## src/rtl/sec_pkg.sv

```systemverilog
// Shared definitions for the bit-serial equality comparator:
// FSM state encoding and default operand geometry.
package sec_pkg;

    localparam int unsigned SEC_WIDTH = 6;
    localparam int unsigned SEC_CNT_W = 6;

    typedef enum logic [1:0] {
        ST_IDLE = 2'd0,
        ST_RUN  = 2'd1,
        ST_DONE = 2'd2
    } state_t;

    // Width of bit_count must hold the value WIDTH itself
    function automatic bit cnt_width_ok(input int unsigned width, input int unsigned cnt_w);
        return (64'd1 << cnt_w) > 64'(width);
    endfunction

endpackage

```

## src/rtl/serial_equal_comparator_if.sv

```systemverilog
// Serial operand stream plus result/status signals of the equality comparator.
interface serial_equal_comparator_if #(
    parameter int unsigned CNT_W = 6
);
    logic             start;
    logic             in_valid;
    logic             x_bit;
    logic             y_bit;
    logic             busy;
    logic             done;
    logic             igual;
    logic [CNT_W-1:0] bit_count;

    modport master (
        output start, in_valid, x_bit, y_bit,
        input  busy, done, igual, bit_count
    );

    modport slave (
        input  start, in_valid, x_bit, y_bit,
        output busy, done, igual, bit_count
    );
endinterface

```

## src/rtl/serial_eq_cell.sv

```systemverilog
// One-bit XNOR feeding an AND accumulator: eq stays 1 only while every
// enabled bit pair has matched since the last clear.
module serial_eq_cell (
    input  logic clk,
    input  logic reset,
    input  logic clr,
    input  logic en,
    input  logic a,
    input  logic b,
    output logic eq
);

    always_ff @(posedge clk) begin
        if (reset || clr)
            eq <= 1'b1;
        else if (en)
            eq <= eq & (a ~^ b);
    end

endmodule

```

## src/rtl/serial_equal_comparator.sv

```systemverilog
// Bit-serial equality comparator: accepts WIDTH bit pairs LSB first and
// reports igual with a one-cycle done pulse; all outputs registered.
module serial_equal_comparator
    import sec_pkg::*;
#(
    parameter int unsigned WIDTH = SEC_WIDTH,
    parameter int unsigned CNT_W = SEC_CNT_W
) (
    input  logic                          clk,
    input  logic                          reset,
    serial_equal_comparator_if.slave      bus
);

    state_t           state, state_next;
    logic             busy_q, busy_next;
    logic             done_q, done_next;
    logic             igual_q, igual_next;
    logic [CNT_W-1:0] cnt_q, cnt_next;
    logic             cell_clr, cell_en, eq_acc;
    logic             pair_eq;

    localparam logic [CNT_W-1:0] LAST_IDX = CNT_W'(WIDTH - 1);
    localparam logic [CNT_W-1:0] FULL_CNT = CNT_W'(WIDTH);

    initial begin
        assert (WIDTH >= 2 && WIDTH <= 32 && cnt_width_ok(WIDTH, CNT_W))
            else $fatal(1, "serial_equal_comparator: illegal WIDTH/CNT_W");
    end

    assign pair_eq = bus.x_bit ~^ bus.y_bit;

    serial_eq_cell u_cell (
        .clk   (clk),
        .reset (reset),
        .clr   (cell_clr),
        .en    (cell_en),
        .a     (bus.x_bit),
        .b     (bus.y_bit),
        .eq    (eq_acc)
    );

    always_ff @(posedge clk) begin
        if (reset) begin
            state   <= ST_IDLE;
            busy_q  <= 1'b0;
            done_q  <= 1'b0;
            igual_q <= 1'b0;
            cnt_q   <= '0;
        end else begin
            state   <= state_next;
            busy_q  <= busy_next;
            done_q  <= done_next;
            igual_q <= igual_next;
            cnt_q   <= cnt_next;
        end
    end

    always_comb begin
        state_next = state;
        busy_next  = busy_q;
        done_next  = 1'b0;
        igual_next = igual_q;
        cnt_next   = cnt_q;
        cell_clr   = 1'b0;
        cell_en    = 1'b0;

        case (state)
            ST_IDLE: begin
                busy_next = 1'b0;
                if (bus.start) begin
                    state_next = ST_RUN;
                    busy_next  = 1'b1;
                    cnt_next   = '0;
                    cell_clr   = 1'b1;
                end
            end
            ST_RUN: begin
                busy_next = 1'b1;
                if (bus.in_valid) begin
                    cell_en  = 1'b1;
                    cnt_next = cnt_q + 1'b1;
                    // Final pair folds straight into igual, bypassing the accumulator latency
                    if (cnt_q == LAST_IDX) begin
                        state_next = ST_DONE;
                        igual_next = eq_acc & pair_eq;
                        done_next  = 1'b1;
                        busy_next  = 1'b0;
                        cnt_next   = FULL_CNT;
                    end
                end
            end
            ST_DONE: begin
                if (bus.start) begin
                    state_next = ST_RUN;
                    busy_next  = 1'b1;
                    cnt_next   = '0;
                    cell_clr   = 1'b1;
                end else begin
                    state_next = ST_IDLE;
                    busy_next  = 1'b0;
                end
            end
            default: begin
                state_next = ST_IDLE;
                busy_next  = 1'b0;
                cnt_next   = '0;
                cell_clr   = 1'b1;
            end
        endcase
    end

    assign bus.busy      = busy_q;
    assign bus.done      = done_q;
    assign bus.igual     = igual_q;
    assign bus.bit_count = cnt_q;

endmodule

```

## src/flat_wrapper.sv

```systemverilog
// flat-port wrapper written by rule: the top's interface ports become plain ports
module serial_equal_comparator_flat import sec_pkg::*;
#(
    parameter int unsigned WIDTH = SEC_WIDTH,
    parameter int unsigned CNT_W = SEC_CNT_W
)
  (clk, reset, bus_start, bus_in_valid, bus_x_bit, bus_y_bit, bus_busy, bus_done, bus_igual, bus_bit_count);
  serial_equal_comparator_if #(.CNT_W(CNT_W)) bus_i ();
  input  logic clk;
  input  logic reset;
  input wire logic [$bits(bus_i.start)-1:0] bus_start;
  input wire logic [$bits(bus_i.in_valid)-1:0] bus_in_valid;
  input wire logic [$bits(bus_i.x_bit)-1:0] bus_x_bit;
  input wire logic [$bits(bus_i.y_bit)-1:0] bus_y_bit;
  output wire logic [$bits(bus_i.busy)-1:0] bus_busy;
  output wire logic [$bits(bus_i.done)-1:0] bus_done;
  output wire logic [$bits(bus_i.igual)-1:0] bus_igual;
  output wire logic [$bits(bus_i.bit_count)-1:0] bus_bit_count;
  assign bus_i.start = bus_start;
  assign bus_i.in_valid = bus_in_valid;
  assign bus_i.x_bit = bus_x_bit;
  assign bus_i.y_bit = bus_y_bit;
  assign bus_busy = bus_i.busy;
  assign bus_done = bus_i.done;
  assign bus_igual = bus_i.igual;
  assign bus_bit_count = bus_i.bit_count;
  serial_equal_comparator #(.WIDTH(WIDTH), .CNT_W(CNT_W)) u_core (.clk(clk), .reset(reset), .bus(bus_i));
endmodule
```

## config.mk

```make
export PLATFORM = sky130hd
export DESIGN_NAME = serial_equal_comparator_flat
export DESIGN_NICKNAME = d
export VERILOG_FILES = /design/src/rtl/sec_pkg.sv /design/src/rtl/serial_equal_comparator_if.sv /design/src/rtl/serial_eq_cell.sv /design/src/rtl/serial_equal_comparator.sv /design/src/flat_wrapper.sv
export SDC_FILE = /design/constraint.sdc
export NUM_CORES = 1
export LEC_CHECK = 0
export BUFFER_PORTS_ARGS = -buffer_cell sky130_fd_sc_hd__buf_2
export CAP_MARGIN = 20
export CORE_MARGIN = 1
export CORE_UTILIZATION = 44
export DETAILED_ROUTE_END_ITERATION = 8
export HOLD_SLACK_MARGIN = 0.05
export PLACE_DENSITY_LB_ADDON = 0.2
export SLEW_MARGIN = 0
export SYNTH_ARGS = -nofsm -noshare
export SYNTH_HDL_FRONTEND = slang
export SYNTH_HIERARCHICAL = 1
export SYNTH_SLANG_ARGS = --single-unit
```

## constraint.sdc

```tcl
create_clock -name clk -period 1.3 [get_ports clk]
set_clock_uncertainty 0.1 [all_clocks]
set_input_delay 0.195 -clock clk [delete_from_list [all_inputs] [get_ports clk]]
set_output_delay 0.195 -clock clk [all_outputs]
set_load 0.02 [all_outputs]
```

* Word-level counts from Yosys, hierarchy flattened
Cells that the tools add are included.
** Storage, ports and cells
- Register bits :: 12
- Input bits :: 6
- Output and inout port bits :: 9
- Word-level logic and storage cells :: 42
** Cells by class
- Add/sub/neg operators :: 1
- Equal/unequal tests :: 7
- Muxes and demuxes :: 17
- Bitwise logic cells :: 4
- Reduce and logical (&&, ||, !) cells :: 7
** Operators by type and width (number)
- 6-bit two-way mux :: 3
- 6-bit case mux with 2 select lines :: 1
- 1-bit two-way mux :: 7
- 6-bit by 1-bit adder with 6-bit output (second input constant) :: 1
- 6-bit by 3-bit equality test with 1-bit output (second input constant) :: 1
- 2-bit two-way mux :: 3
- 2-bit case mux with 3 select lines :: 1
- 3-bit AND reduction :: 2
- 2-bit by 1-bit inequality test with 1-bit output (second input constant) :: 2
- 2-bit inequality test (second input constant) :: 2
- 1-bit case mux with 2 select lines :: 2
- 3-bit OR reduction :: 1
- 2-bit by 1-bit equality test with 1-bit output (second input constant) :: 1
- 2-bit equality test (second input constant) :: 1
- 2-bit logical NOT :: 1
- 1-bit NOT :: 2
- 2-bit AND reduction :: 1
- 2-bit OR reduction :: 1
- 1-bit bitwise AND :: 1
- 1-bit logical OR :: 1
- 1-bit XNOR :: 1

* Depth between registers and ports, before layout
- Depth after elaboration :: 4
- Depth in mapped cells :: 5
- Mapped depth without buffers :: 5

* Cells and area by module
The synthesis kept the hierarchy.
** Modules (own cells, without submodules)
- serial_equal_comparator :: instances 1, cells an instance 59, area each 556.8 sq um, seq. area each 220.2 sq um
- serial_eq_cell :: instances 1, cells an instance 5, area each 43.8 sq um, seq. area each 20.0 sq um

* Least setup slack after synthesis
OpenSTA, ideal clock, no wires.
- Path type :: register to register
- Start :: register u_core.cnt_q[0] (netlist: u_core/bus.bit_count[0])
- End :: register u_core.cnt_q[4] (netlist: u_core/bus.bit_count[4])
- Setup time :: 0.070 ns
- Arrival :: 1.379 ns
- Required time :: 1.130 ns
- Setup slack :: -0.249 ns
- Stages on the path, launching flop included :: 5
- Buffers on the path :: 0
- Period minus slack after synthesis :: 1.549 ns
- Cell sequence :: dfxtp_1 > ha_1 > inv_1 > or4_1 > a21oi_1
** Between the ends
- Cells in the longest elaborated chain, start to end :: 4
- Elaborated cells on any way between the ends :: 5
- Those cells by class :: add/sub: 1; eq/ne: 1; mux: 3
** Ends and longest elaborated chain
- start: declaration :: line serial_equal_comparator.sv:18 : logic [CNT_W-1:0] cnt_q, cnt_next;
- start signal: assignment :: line serial_equal_comparator.sv:54 : cnt_q <= cnt_next;
- 6-bit by 1-bit adder with 6-bit output or 6-bit by 3-bit equality test with 1-bit output (tied branches) :: line serial_equal_comparator.sv:81, serial_equal_comparator.sv:83
- 6-bit two-way mux * :: line serial_equal_comparator.sv:83 : if (cnt_q == LAST_IDX) begin
- 6-bit two-way mux * :: line serial_equal_comparator.sv:79 : if (bus.in_valid) begin
- 6-bit case mux with 2 select lines * :: line serial_equal_comparator.sv:67 : case (state)
Every way passes the cells marked *; elsewhere a longest branch is shown, timed or not. The select of a mux whose other input is x is not followed.
A chain may end at the register's enable or synchronous reset.

* Worst setup path in the final report
Ends and elaborated chain as after synthesis.

==> impl_metrics.json <==
{
  "slew_violations": 0,
  "netlist_area_um2": 601,
  "yosys-top-cells-area": "dfxtp_1 40%, a31oi_1 4.2%, ha_1 4.2%",
  "tns_ns": -0.484,
  "period_needed_ns": 1.39,
  "clock-sinks": 12,
  "start_util_pct": 50.6,
  "first_pass_iters": 4,
  "worst_pin_slew_ns": 0.407,
  "syn2layout_area_growth_pct": 55.2,
  "wirelength_um": 1700,
  "wl_per_cell_um": 15.8,
  "grt_antenna_before_repair": 0,
  "rsz0062_at_grt": "yes",
  "setup_ws_ns": -0.0903,
  "cp-start-kind": "flop",
  "dp_hpwl_um": 1050,
  "synth_cell_types": 29,
  "yosysSeqAreaShare_pct": 40.0,
  "io_pins": 15,
  "grt_pass1_vias": 553,
  "violations": "setup timing",
  "critical_path.max_fanout": 7,
  "placed_cells": 99,
  "p_leak_nw": 0.380,
  "grt_max_degree": 9,
  "cts_tree": "built",
  "drv_cap": 0,
  "synth-seq-cells": 12,
  "endpoint_kind": "flop",
  "clk_pin_slew_ns": 0.08,
  "fmax_mhz": 719,
  "diodes": 0,
  "nNetsFinal": 103,
  "core_um2": 1190,
  "setup_viol": 9,
  "mostFrequentLayoutCell": "buf_2",
  "clockBufferDepth": 2,
  "postLayoutCoreUtil_pct": 78.6,
  "fillers": 79,
  "synthCells": 64,
  "insertion_delay_ns": 0.27,
  "ant_nets": 0,
  "ir_drop_v": 0.000457,
  "yosysWarnings": 6,
  "cts-root-buf": "clkbuf_4",
  "floorplan.rows": 12,
  "layout.cells.non_filler": 108,
  "portBuffers": 14,
  "whs_ns": 0.113,
  "fp.dieW_um": 38.9,
  "worstPathArrival_ns": 1.50,
  "gp_congestion": 0.849,
  "numCtsBuffers": 3,
  "final_cell_mix": "14 x buf_2, 11 x buf_4, 6 x dfxtp_1",
  "status": "complete, but fails checks",
  "h-tree-depth": 1,
  "dr_total_vias": 652,
  "placed_cell_area_um2": 790,
  "design_area_um2": 932,
  "syn-num-nets": 72,
  "relSlewSlack_pct": 72.7,
  "r2r_setup_slack_ns": -0.09,
  "final_hold_viol_count": 0,
  "drc": 0,
  "dieArea_um2": 1520,
  "via_per_inst": 6.04,
  "worstPathRequired_ns": 1.41,
  "overflow": 0,
  "post-synth-top-area-fraction_pct": 40.0,
  "die_y_um": 38.9,
  "grt_pass1_wl_um": 2570,
  "crit_type": "reg2reg",
  "hold_path.class": "in2reg",
  "p_per_area_nw_per_um2": 872,
  "fin_crit_sh_pct": 107,
  "drt_iter0_markers": 26,
  "synth.largest_area_cell": "dfxtp_1",
  "syn_avg_cell_area_um2": 9.38,
  "drive_gt1_share_pct": 57.4,
  "grtUsageTotal_pct": 26.5
}
critical path, cell delays in order (launching register included):
cell     delay [ns]
dfxtp_4        0.40
ha_4           0.15
inv_2          0.04
or4_4          0.50
a21oi_2        0.13
sequential cells by signal, summed over array words and instances (netlist names):
name                  flops
u_core/state              2
u_core/u_cell/eq          1
u_core/bus.bit_count      6
u_core/bus.done           1
u_core/bus.busy           1
u_core/bus.igual          1
layout make-up:
| cell class | instances | area (um^2) | area share [%] |
|---|---|---|---|
| multi-input cells | 48 | 430 | 46.2 |
| flip-flops and latches | 12 | 260 | 27.9 |
| repair buffers | 26 | 173 | 18.5 |
| clock buffers | 4 | 36.3 | 3.89 |
| well taps | 14 | 17.5 | 1.88 |
| inverters | 4 | 15.0 | 1.61 |
where the power goes:
part / leakage, nW / switching [mW] / total [mW] / internal (mW)
Clock: 0.0210 / 0.129 / 0.299 / 0.170
Sequential: 0.102 / 0.0123 / 0.383 / 0.371
Combinational: 0.258 / 0.0700 / 0.131 / 0.0612
Total: 0.380 / 0.211 / 0.813 / 0.602
worst paths after layout:
| kind | from | cells past startpoint | endpoint |
|---|---|---|---|
| min reg2reg | u_core/bus.igual | 2 | u_core/bus.igual |
| max | u_core/bus.bit_count[0] | 4 | u_core/bus.bit_count[4] |
| min | reset | 2 | u_core/bus.done |
| max reg2reg | u_core/bus.bit_count[0] | 4 | u_core/bus.bit_count[4] |
cell families (layout without fill, tap and decap cells):
logic type | count (synthesis) | in the layout | share of synthesized area [%]
and+or+nand+nor | 22 | 22 | 24.8
AOI/OAI and AO/OA | 20 | 20 | 22.1
DFF | 12 | 12 | 40.0
buffers and inverters | 4 | 34 | 2.50
adders and majority gates | 2 | 2 | 4.17
xor gates and xnor gates | 2 | 2 | 2.92
muxes | 2 | 2 | 3.54
cell usage after synthesis (all sizes together):
cell,instances
dfxtp,12
a21oi,4
a31oi,4
inv,4
nand3,4
nor2,4
o21ai,3
o31ai,3
or4,3
ha,2
nand2,2
nor2b,2
a211o,1
a211oi,1
a22oi,1
and2b,1
and3b,1
mux2,1
mux2i,1
nand3b,1
nor3,1
nor3b,1
nor4b,1
o211a,1
o211ai,1
o32ai,1
or3,1
xnor2,1
xor2,1
routing by layer:
metal | global-route usage [%] | wire length [um]
met5 | 0 | 0
met4 | 15.5 | 33
met3 | 7.51 | 125
met2 | 41.7 | 855
met1 | 31.6 | 688
stage by stage:
stage | power (mW) | setup WS, ns
4_1_cts | 0.812 | -0.0719
3_5_place_dp | 0.505 | -0.0595
3_3_place_gp | 0.502 | -0.0192
6_report | 0.813 | -0.0903
5_1_grt | 0.858 | -0.120
2_1_floorplan | 0.455 | -0.00771
timing repair:
action,in CTS,in global routing
resized for setup,4,9
setup buffers,4,1
hold buffers,0,0
pin swaps,2,9
endpoints found under the setup margin,7,10
Power figures use the tool's default switching activity.
